`src/rtl/jk_cnt_pkg.sv`:
```
// Shared types for the JK-flip-flop counter sequencer: run-control states and per-bit J/K actions.
package jk_cnt_pkg;

    typedef enum logic [1:0] {
        IDLE  = 2'd0,
        RUN   = 2'd1,
        PAUSE = 2'd2,
        DONE  = 2'd3
    } seq_state_t;

    typedef enum logic [1:0] {
        JK_HOLD  = 2'd0,
        JK_COUNT = 2'd1,
        JK_CLEAR = 2'd2
    } jk_op_t;

    function automatic logic is_busy(input seq_state_t s);
        return (s == RUN) || (s == PAUSE);
    endfunction

endpackage

```
`src/rtl/jk_ff.sv`:
```
// Single JK flip-flop with asynchronous active-high reset to 0.
module jk_ff (
    input  logic clk,
    input  logic reset,
    input  logic i_j,
    input  logic i_k,
    output logic o_q
);

    logic r_q;

    always_ff @(posedge clk or posedge reset) begin
        if (reset) begin
            r_q <= 1'b0;
        end else begin
            case ({i_j, i_k})
                2'b01:   r_q <= 1'b0;
                2'b10:   r_q <= 1'b1;
                2'b11:   r_q <= ~r_q;
                default: r_q <= r_q;
            endcase
        end
    end

    assign o_q = r_q;

endmodule

```
`src/rtl/jk_counter_sequencer.sv`:
```
// Run-control sequencer driving a WIDTH-bit JK-flip-flop up counter (one-shot / auto-reload).
// Optional tick prescaler is enabled by defining JKSEQ_PRESCALE_EN.
module jk_counter_sequencer
    import jk_cnt_pkg::*;
#(
    parameter int unsigned WIDTH   = 4,
    parameter int unsigned PRESC_W = 4
) (
    input  logic               clk,
    input  logic               reset,
    input  logic               start,
    input  logic               stop,
    input  logic               pause,
    input  logic               mode_reload,
    input  logic [WIDTH-1:0]   term,
    input  logic [PRESC_W-1:0] presc,
    output logic [WIDTH-1:0]   count,
    output logic               busy,
    output logic               paused,
    output logic               tc,
    output logic               done
);

    seq_state_t       r_state;
    seq_state_t       w_state_next;
    jk_op_t           w_op;
    logic [WIDTH-1:0] r_term;
    logic             r_reload;
    logic             r_tc;
    logic             r_done;
    logic             w_start_ok;
    logic             w_active;
    logic             w_tick;
    logic             w_at_term;
    logic             w_wrap;
    logic             w_finish;
    logic [WIDTH-1:0] w_carry;
    logic [WIDTH-1:0] w_j;
    logic [WIDTH-1:0] w_k;

    assign w_start_ok = start && ((r_state == IDLE) || (r_state == DONE));
    // A busy cycle with pause low is a live cycle; this keeps pause/resume tick-exact.
    assign w_active   = is_busy(r_state) && !pause;
    assign w_at_term  = (count == r_term);
    assign w_wrap     = w_tick && w_at_term && r_reload;
    assign w_finish   = w_tick && w_at_term && !r_reload;

`ifdef JKSEQ_PRESCALE_EN
    logic [PRESC_W-1:0] r_presc;
    logic [PRESC_W-1:0] r_presc_cnt;

    always_ff @(posedge clk or posedge reset) begin
        if (reset) begin
            r_presc     <= '0;
            r_presc_cnt <= '0;
        end else if (stop) begin
            r_presc_cnt <= '0;
        end else if (w_start_ok) begin
            r_presc     <= presc;
            r_presc_cnt <= '0;
        end else if (w_active) begin
            r_presc_cnt <= (r_presc_cnt == r_presc) ? '0 : r_presc_cnt + 1'b1;
        end
    end

    assign w_tick = w_active && (r_presc_cnt == r_presc);
`else
    logic w_unused_presc;
    assign w_unused_presc = ^presc;
    assign w_tick         = w_active;
`endif

    always_ff @(posedge clk or posedge reset) begin
        if (reset) begin
            r_term   <= '0;
            r_reload <= 1'b0;
        end else if (!stop && w_start_ok) begin
            r_term   <= term;
            r_reload <= mode_reload;
        end
    end

    // FSM: state register
    always_ff @(posedge clk or posedge reset) begin
        if (reset) begin
            r_state <= IDLE;
        end else begin
            r_state <= w_state_next;
        end
    end

    // FSM: next state
    always_comb begin
        w_state_next = r_state;
        if (stop) begin
            w_state_next = IDLE;
        end else if (w_start_ok) begin
            w_state_next = RUN;
        end else begin
            case (r_state)
                RUN: begin
                    if (pause) begin
                        w_state_next = PAUSE;
                    end else if (w_finish) begin
                        w_state_next = DONE;
                    end
                end
                PAUSE: begin
                    if (!pause) begin
                        w_state_next = w_finish ? DONE : RUN;
                    end
                end
                default: w_state_next = r_state;
            endcase
        end
    end

    // FSM: outputs
    always_comb begin
        busy   = is_busy(r_state);
        paused = (r_state == PAUSE);
        tc     = r_tc;
        done   = r_done;
    end

    always_ff @(posedge clk or posedge reset) begin
        if (reset) begin
            r_tc   <= 1'b0;
            r_done <= 1'b0;
        end else begin
            r_tc   <= !stop && w_wrap;
            r_done <= !stop && w_finish;
        end
    end

    always_comb begin
        w_op = JK_HOLD;
        if (stop || w_start_ok || w_wrap) begin
            w_op = JK_CLEAR;
        end else if (w_tick && !w_at_term) begin
            w_op = JK_COUNT;
        end
    end

    // Bit i toggles only when every lower bit is 1.
    always_comb begin
        w_carry = '0;
        for (int i = 0; i < int'(WIDTH); i++) begin
            w_carry[i] = &(count | ~((WIDTH'(1) << i) - WIDTH'(1)));
        end
    end

    always_comb begin
        w_j = '0;
        w_k = '0;
        case (w_op)
            JK_COUNT: begin
                w_j = {WIDTH{w_tick}} & w_carry;
                w_k = {WIDTH{w_tick}} & w_carry;
            end
            JK_CLEAR: begin
                w_j = '0;
                w_k = '1;
            end
            default: begin
                w_j = '0;
                w_k = '0;
            end
        endcase
    end

    for (genvar gi = 0; gi < int'(WIDTH); gi++) begin : g_bit
        jk_ff u_ff (
            .clk   (clk),
            .reset (reset),
            .i_j   (w_j[gi]),
            .i_k   (w_k[gi]),
            .o_q   (count[gi])
        );
    end

endmodule
```
`config.mk`:
```
export PLATFORM = sky130hd
export DESIGN_NAME = jk_counter_sequencer
export DESIGN_NICKNAME = d
export VERILOG_FILES = /design/src/rtl/jk_cnt_pkg.sv /design/src/rtl/jk_ff.sv /design/src/rtl/jk_counter_sequencer.sv
export SDC_FILE = /design/constraint.sdc
export NUM_CORES = 1
export LEC_CHECK = 0
export ABC_CLOCK_PERIOD_IN_PS = 4200
export BUFFER_PORTS_ARGS = -buffer_cell sky130_fd_sc_hd__buf_2
export CAP_MARGIN = 20
export CORE_MARGIN = 3
export CORE_UTILIZATION = 53
export DETAILED_ROUTE_END_ITERATION = 8
export PLACE_DENSITY = 0.81
export SLEW_MARGIN = 20
export SYNTH_ARGS = -nofsm -noshare
export SYNTH_HDL_FRONTEND = slang
export SYNTH_HIERARCHICAL = 1
export SYNTH_SLANG_ARGS = --single-unit
```
`constraint.sdc`:
```
create_clock -name clk -period 4.2 [get_ports clk]
set_input_delay 0.63 -clock clk [delete_from_list [all_inputs] [get_ports clk]]
set_output_delay 0.63 -clock clk [all_outputs]
set_load 0.1 [all_outputs]
```
After elaboration in Yosys (flattened, before gate mapping)
Index checks and enable logic that the tools add are counted.
W data, S select, Z words.

word-level totals
  flip-flop bits (word level) = 13
  input bits = 14
  output and inout port bits = 8
  logic and storage cells = 75

cells by class
  equality and inequality tests = 20
  mux-type cells = 15
  bitwise logic cells = 5
  reduce and logical (&&, ||, !) cells = 26

operators by type and width
  operator              count
  $eq A2 B2 Y1 const B  11
  $mux W2               7
  $eq A2 B1 Y1 const B  6
  $pmux W1 S3           4
  $reduce_bool A3 Y1    4
  $logic_and A1 B1 Y1   9
  $pmux W4 S2           1
  $reduce_and A3 Y1     2
  $ne A5 B5 Y1 const B  1
  $and A4 B4 Y4         1
  $eq A4 B4 Y1          1
  $logic_not A1 Y1      4
  $logic_or A1 B1 Y1    4
  $mux W4               1
  $ne A4 B3 Y1 const B  1
  $not A1 Y1            4
  $pmux W2 S2           1
  $reduce_bool A4 Y1    1
  $logic_not A2 Y1      1
  $reduce_and A2 Y1     1
  $mux W1               1

Logic depth before layout (Yosys ltp)
Gate-level depths: netlist (run 1).

  word-level depth = 11
  mapped depth = 8
  gate-level depth less buffers = 7

Modules after synthesis
Netlist (run 1), hierarchy kept.

by module, submodules not included
  module                times used  cells each  area each (um^2)
  jk_counter_sequencer  1           61          621.8
  jk_ff                 4           4           37.5

Least setup slack after synthesis (run 1)
No wires, ideal clock.

  kind = register to register
  start = register g_bit[1].u_ff.r_q
  end = register g_bit[3].u_ff.r_q
  library setup time = 0.168 ns
  arrival = 2.255 ns
  slack = 1.777 ns
  stages on the path, launching flop included = 8
  path buffers = 1
  cell sequence = dfrtp_1 -> xor2_1 -> nor4_4 -> and4b_1 -> buf_6 -> and2_2 -> nor2_1 -> a21oi_1

between the ends
  longest elaborated chain between the ends = 9
  elaborated cells between the ends (all ways) = 19
  those cells by class = 6 x eq/ne; 5 x mux; 1 x bitwise; 7 x reduce/logical

ends and longest elaborated chain
  item                                                     line                                                      RTL
  start: declaration                                       jk_ff.sv:10                                               logic r_q;
  start signal: assignment                                 jk_ff.sv:19                                               2'b11: r_q <= ~r_q;
  start signal: assignment                                 jk_ff.sv:20                                               default: r_q <= r_q;
  $eq A4 B4 Y1                                             jk_counter_sequencer.sv:44                                assign w_at_term = (count == r_term);
  $logic_not A1 Y1 or $logic_and A1 B1 Y1 (tied branches)  jk_counter_sequencer.sv:140, jk_counter_sequencer.sv:45
  $logic_and A1 B1 Y1, on equally long branches            jk_counter_sequencer.sv:140, jk_counter_sequencer.sv:45
  $mux W1 or $logic_or A1 B1 Y1 (tied branches)            jk_counter_sequencer.sv:140, jk_counter_sequencer.sv:138
  $mux W2                                                  jk_counter_sequencer.sv:138                               if (stop || w_start_ok || w_wrap) begin
  $eq A2 B1 Y1                                             jk_counter_sequencer.sv:156                               case (w_op)
  $mux W4 (*)                                              jk_counter_sequencer.sv:156
  via w_j[3]                                               jk_counter_sequencer.sv:38                                logic [WIDTH-1:0] w_j;
  $eq A2 B2 Y1 or $eq A2 B1 Y1 (tied branches)             jk_ff.sv:16                                               case ({i_j, i_k})
  $pmux W1 S3 or $reduce_bool A3 Y1 (tied branches)        -
  end signal: assignment                                   jk_ff.sv:19
  end signal: assignment                                   jk_ff.sv:20
  end: declaration                                         jk_ff.sv:10

The timed path passes the listed nets; every way through them passes the cells marked *.
A chain may end at the register's enable or synchronous reset.

Worst setup path in the final report (run 1)
  start = register r_state[0]
  end = output port busy

between the ends
  longest elaborated chain between the ends = 2
  elaborated cells between the ends (all ways) = 3
  those cells by class = 2 x eq/ne; 1 x reduce/logical

ends and longest elaborated chain
  item                                          line                        RTL
  start: declaration                            jk_counter_sequencer.sv:24  seq_state_t r_state;
  start signal: assignment                      jk_counter_sequencer.sv:88  r_state <= w_state_next;
  $eq A2 B1 Y1 or $eq A2 B2 Y1 (tied branches)  jk_cnt_pkg.sv:18            return (s == RUN) || (s == PAUSE);
  $logic_or A1 B1 Y1 (*)                        jk_cnt_pkg.sv:18
  end: declaration                              jk_counter_sequencer.sv:18  output logic busy,

Mark *: on every way between the ends. The rest lies on a longest branch, timed or not.

==> qor.txt, run 1 <==
Status -> complete, no violations
Hold slack final -> 221 ps
DIE HEIGHT -> 44.2 um
CP startpoint -> r_state[0]$_DFFE_PP0P_
Synthesis Warnings -> 6
CP endpoint -> busy
Area grow syn2layout -> 14.9%
H-tree Lvls -> 1
Yosys reg bits -> 13
GRT Overall Usage -> 16.9%
Final Critical Period -> 2200 ps
Metal2 WL -> 727 um
Total CTS buffers -> 3
Final hold viol count -> 0
Critical path type -> register to output port
RSZ-0062 raised after global routing -> false
Final ANT Viol Nets -> 0
N_diodes -> 0
Fin area -> 887 sq um
Wl on met1 -> 624 um
Syn_nets -> 94
Root Driver -> clkbuf_4
IO Count -> 22
Largest fanout on the critical path -> 7
HP Class -> primary input to async pin
CTS tree -> built
Post-synthesis average cell area -> 10.0 sq um
Pin count of the biggest net entering global routing -> 10
Antenna violations before repair -> 0
Sequential share of the synthesized area -> 42.1%
GP Congestion -> 0.816
R2R Setup Slk -> 2210 ps
Iteration-0 DRC count of the detailed router -> 18
DRC viols -> 0
First-pass GRT wire length -> 2440 um
CTS max path bufs -> 2
Post-Synthesis Cells -> 77
Clock Skew -> 1.40 ps
Via count -> 631
# port buffers -> 17
Reg-to-reg endpoint -> r_state[0]$_DFFE_PP0P_
Detail Placement HPWL -> 1160 um
Fin crit share -> 52.4%
Cts hold-fix bufs -> 0
Rows -> 13
Max Fclk -> 455 MHz
Post-CTS setup repair buffer count -> 0
Max-cap viol count -> 0
Setup_tns -> 0 ps
Die W -> 44.2 um
Critical path's slowest cell -> buf_2
Fillers -> 104
CP required -> 3570 ps
Final setup fails -> 0
Placed cell area -> 861 sq um
CP peak stage delay -> 420 ps
Crit-path cells -> inv_1 -> ha_1 -> inv_1 -> buf_2
Slew Limit Headroom -> 69.4%
WL final -> 1480 um
Reg-to-reg startpoint -> r_state[0]$_DFFE_PP0P_
Vias per inst -> 5.68
Remaining global-route overflow -> 0
Crit path DAT -> 1570 ps
Met3 WL -> 92 um
Pre-antenna DRT Iters -> 4
NumNets Final -> 114
Drt wl/cell -> 13.3 um
Setup crit start kind -> register
Vias in the first global route -> 604
Crit end category -> output port
Clock Sinks -> 13
Yosys cell types -> 28
Syn Std Cell Area -> 772 sq um
Most frequent CP cell -> inv_1
Clk slew on worst S/H paths -> 70 ps
Core area -> 1330 sq um
Share of cells above drive strength 1 -> 31.3%
Max layer used -> met4
Initial Util -> 57.9%
R2R cell count -> 6
Slew @ Worst Pin -> 447 ps
Die Area -> 1950 sq um
Worst-Skew Late Latency -> 270 ps
Final number of max-transition violations -> 0
Post-cts sizing count -> 0
==> worst max-delay path: cells and delay by family (launching register included) <==
family	cells	cell delay, ps
buf+inv	3	560
flops	1	370
fa+ha+maj	1	370
==> synth_stat cells, drive strengths merged <==
master    n  area [sq um]
a2111oi   1          8.76
a211oi    1          7.51
a21bo     2          20.0
a21o      1          7.51
a21oi     8          40.0
a31oi     3          18.8
and2      3          21.3
and3b     1          8.76
and4b     1          10.0
buf       1          11.3
clkbuf    1          3.75
dfrtp    13           325
ha        3          37.5
inv       9          33.8
mux2      6          67.6
mux2i     1          10.0
nand2     2          7.51
nand2b    2          12.5
nand3     1          5.00
nor2      7          26.3
nor3      1          5.00
nor3b     1          7.51
nor4      2          27.5
o31ai     1          7.51
or2       1          6.26
xor2      4          35.0
==> state kept, by name (all words and copies together), names as in the netlist <==
| register | count |
|---|---|
| r_term | 4 |
| r_state | 2 |
| g_bit.u_ff/o_q | 4 |
| r_reload | 1 |
| tc | 1 |
| done | 1 |
==> cells in the final DEF, fill, tap and decap left out, drive strengths merged <==
master	instances
nor2	7
ha	3
buf	17
nand3	1
nand2	2
mux2	6
a211oi	1
inv	9
or2	1
nor3	1
a21bo	2
nor3b	1
a21o	1
nand2b	2
and4b	1
and3b	1
a31oi	3
o31ai	1
a21oi	8
dfrtp	13
xor2	4
a2111oi	1
nor4	2
mux2i	1
and2	3
clkbuf	4
==> worst min-delay path by stage <==
stage,start,end,slack [ps],cells after the start
after global routing,reset,g_bit[3].u_ff/o_q$_DFFE_PP0P_,210,2
after floorplan,reset,g_bit[0].u_ff/o_q$_DFFE_PP0P_,360,1
after CTS,reset,g_bit[3].u_ff/o_q$_DFFE_PP0P_,220,2
after detailed placement,g_bit[3].u_ff/o_q$_DFFE_PP0P_,g_bit[3].u_ff/o_q$_DFFE_PP0P_,500,1
after global placement,g_bit[3].u_ff/o_q$_DFFE_PP0P_,g_bit[3].u_ff/o_q$_DFFE_PP0P_,490,1
final,reset,g_bit[1].u_ff/o_q$_DFFE_PP0P_,220,2
==> logic make-up (layout without fill, tap and decap cells) <==
logic type | after synthesis | in the layout | share of synthesized area (%)
and+or+nand+nor | 22 | 22 | 17.8
buffers and inverters | 11 | 30 | 6.32
AOI/OAI and AO/OA | 17 | 17 | 14.3
muxes | 7 | 7 | 10.0
xor gates and xnor gates | 4 | 4 | 4.54
adders and majority gates | 3 | 3 | 4.86
DFF | 13 | 13 | 42.1
==> stage by stage <==
step / utilization, % / cells / setup slack (ps)
2_1_floorplan: - / 77 / 1780
3_3_place_gp: 64.5 / 107 / 2280
3_5_place_dp: 64.5 / 107 / 2250
4_1_cts: 66.5 / 111 / 1990
5_1_grt: 66.5 / 111 / 1920
6_report: 66.5 / 111 / 2000
==> routing by layer <==
metal	GRT usage [%]	vias to the layer above
li1	-	305
met1	19.5	293
met2	28.2	24
met3	4.07	9
met4	10.2	0
met5	0	-
==> layout make-up <==
| cell class | instances | area, sq um | share of cell area, % |
|---|---|---|---|
| Clock buffer | 4 | 26.3 | 2.96 |
| Tap cell | 15 | 18.8 | 2.12 |
| Inverter | 9 | 33.8 | 3.81 |
| Sequential cell | 13 | 325 | 36.7 |
| Timing Repair Buffer | 17 | 85.1 | 9.59 |
| Multi-Input combinational cell | 53 | 398 | 44.9 |
Power of run 1 is not shown: default switching activity piles up to over one toggle a cycle in this logic, so the estimate is an artifact.
==> run 2, diff against run 1 <==
- ABC_AREA: not set -> 1
- ABC_CLOCK_PERIOD_IN_PS: 4200 -> 2100
- CORE_UTILIZATION: 53 -> 50
- PLACE_DENSITY: 0.81 -> 0.76
- clock period: 4.2 -> 2.1 ns (I/O delays scaled with it)
==> run 2 against run 1 <==
Against the previous run: first-iteration DRC count is 11% lower; register-to-register slack worse by 1900 ps; design area is 10% higher; die area is 13% higher; synthesized cell count is 53% higher; hold slack better by 47 ps.
==> qor.txt, run 2 <==
Vias in the first global route -> 716 (+19%)
Hold slack final -> 269 ps (+47.2 ps)
Post-synth ARST share -> 100% (unchanged)
IO Count -> 22 (unchanged)
Status -> complete, no violations
CP required -> 1780 ps (-1790 ps)
DIE HEIGHT -> 46.9 um (+6.1%)
Root Driver -> clkbuf_4
Post-Synthesis Cells -> 118 (+53%)
Fillers -> 135 (+30%)
Syn Std Cell Area -> 835 sq um (+8.1%)
Drt wl/cell -> 9.86 um (-26%)
Area leader, netlist -> dfrtp_1
Clk slew on worst S/H paths -> 80 ps (about the same)
Finished Core Util -> 63.3% (-3.2 points)
Pwr dens -> 1250 nW/um^2
Vias per inst -> 4.71 (-17%)
Pin count of the biggest net entering global routing -> 11 (+1)
Fin crit share -> 88.8%
Non-Filler Instances -> 156 (+41%)
H-tree Lvls -> 1 (unchanged)
Worst Hold Depth -> 2
Critical path type -> register to output port
Final setup fails -> 0 (unchanged)
EDFF count, synth -> 0 (unchanged)
Post-CTS setup repair buffer count -> 0 (unchanged)
Worst-Skew Late Latency -> 270 ps (about the same)
GP Congestion -> 0.738 (-9.6%)
Yosys reg bits -> 13 (unchanged)
Initial Util -> 54.1% (-3.7 points)
Dominant synthesized flop cell -> dfrtp_1
Share of cells above drive strength 1 -> 25.0% (-6.3 points)
Commonest cells in the netlist -> 39 x nand2_1, 29 x inv_1, 13 x dfrtp_1
Yosys top cell area share -> 39.0% (-3.2 points)
Post-cts sizing count -> 0 (unchanged)
Area grow syn2layout -> 16.9%
Slew Limit Headroom -> 67.8% (-1.6 points)
Core area -> 1540 sq um (+16%)
Detail Placement HPWL -> 1240 um (+6.8%)
First-pass GRT wire length -> 2720 um (+12%)
Setup_tns -> 0 ps (unchanged)
NumNets Final -> 158 (+39%)
Most frequent cell after synthesis -> nand2_1
Pre-antenna DRT Iters -> 4 (unchanged)
GRT Overall Usage -> 17.7% (+0.78 points)
Sequential share of the synthesized area -> 39.0% (-3.2 points)
Iteration-0 DRC count of the detailed router -> 16 (-2)
Die Area -> 2200 sq um (+13%)
DRC viols -> 0 (unchanged)
Antenna violations before repair -> 0 (unchanged)
Clock Skew -> 3.86 ps (+2.46 ps)
Most frequent cells in the layout -> 39 x nand2_1, 29 x inv_1, 17 x buf_2
Crit path DAT -> 1550 ps (-20 ps)
Die W -> 46.9 um (+6.1%)
Total CTS buffers -> 3 (unchanged)
Max Fclk -> 536 MHz
Remaining global-route overflow -> 0 (unchanged)
Clock Sinks -> 13 (unchanged)
Final number of max-transition violations -> 0 (unchanged)
Max VDD drop -> 0.000992 V
Crit end category -> output port
Most common cell after layout, fill and taps aside -> nand2_1
CTS max path bufs -> 2 (unchanged)
Post-synthesis average cell area -> 7.07 sq um (-29%)
Yosys cell types -> 20 (-29%)
Synthesis Warnings -> 6 (unchanged)
HP Class -> primary input to register
Slew @ Worst Pin -> 487 ps (+39.2 ps)
R2R cell count -> 10 (+4)
Setup crit start kind -> register
Syn_nets -> 135 (+44%)
N_diodes -> 0 (unchanged)
Lkg Pwr -> 0.602 nW
# port buffers -> 17 (unchanged)
CTS tree -> built
Final Power -> 0.00122 W
Final Critical Period -> 1860 ps
Largest fanout on the critical path -> 4 (-3)
Dpl cells -> 151 (+41%)
WL final -> 1540 um (+4.0%)
Final hold viol count -> 0 (unchanged)
Max-cap viol count -> 0 (unchanged)
RSZ-0062 raised after global routing -> false
Via count -> 734 (+16%)
Synth area leaders -> dfrtp_1 39%, nand2_1 18%, inv_1 13%
Rows -> 14 (+1)
Final ANT Viol Nets -> 0 (unchanged)
==> run 2: metal layers <==
metal	wire (um)	vias to the layer above	global-route usage (%)	share of wire [%]
met1	666	332	18.9	43
met2	773	13	32.2	50
li1	-	387	-	-
met5	0	-	0	0
met3	81	2	3.45	5.3
met4	17	0	9.94	1.1
==> run 2: final timing paths <==
check	start	endpoint	slack, ps
worst min-delay path	stop	tc$_DFF_PP0_	270
min in group asynchronous	reset	g_bit[2].u_ff/o_q$_DFFE_PP0P_	470
worst max register to register	r_state[0]$_DFFE_PP0P_	g_bit[3].u_ff/o_q$_DFFE_PP0P_	350
worst max-delay path	r_state[0]$_DFFE_PP0P_	busy	240
max in group asynchronous	reset	r_term[1]$_DFFE_PP0P_	1230
worst min register to register	r_state[0]$_DFFE_PP0P_	r_state[0]$_DFFE_PP0P_	530
==> run 2: critical path: stages, from the launching register on <==
cell     delay (ps)
dfrtp_1         370
inv_1            70
ha_1            350
inv_1            70
buf_2           420
==> run 2: final cells by class <==
type	count	area (sq um)	area share [%]
clock buffer	4	26.3	2.69
inverter	32	120	12.3
multi-input combinational	73	389	39.9
sequential	13	325	33.3
tap	16	20.0	2.05
timing repair buffer	18	95.1	9.74
==> run 2: cells by family after synthesis <==
logic type | share of synthesized area, %
AO/OA/AOI/OAI | 8.10
adder cells (fa/ha/maj) | 4.50
buffers and inverters | 14.4
flip-flops | 39.0
AND/OR/NAND/NOR | 34.0
==> run 2: power breakdown <==
part,internal (W),switching (W)
Sequential,0.000319,0.0000510
Clock,0.0000735,0.0000804
Combinational,0.000179,0.000514
==> run 2: stage by stage <==
stage,instance area [sq um],setup WS [ps]
finish,976,235
global route,976,156
CTS,976,227
detailed placement,940,357
global placement,940,400
floorplan,835,87.0
==> run 2: timing repair <==
item                                   in CTS  in global routing
hold buffers                                1                  0
endpoints found under the hold margin       4                  0
setup endpoints to repair                   0                  0
(Power assumes the default switching activity.)
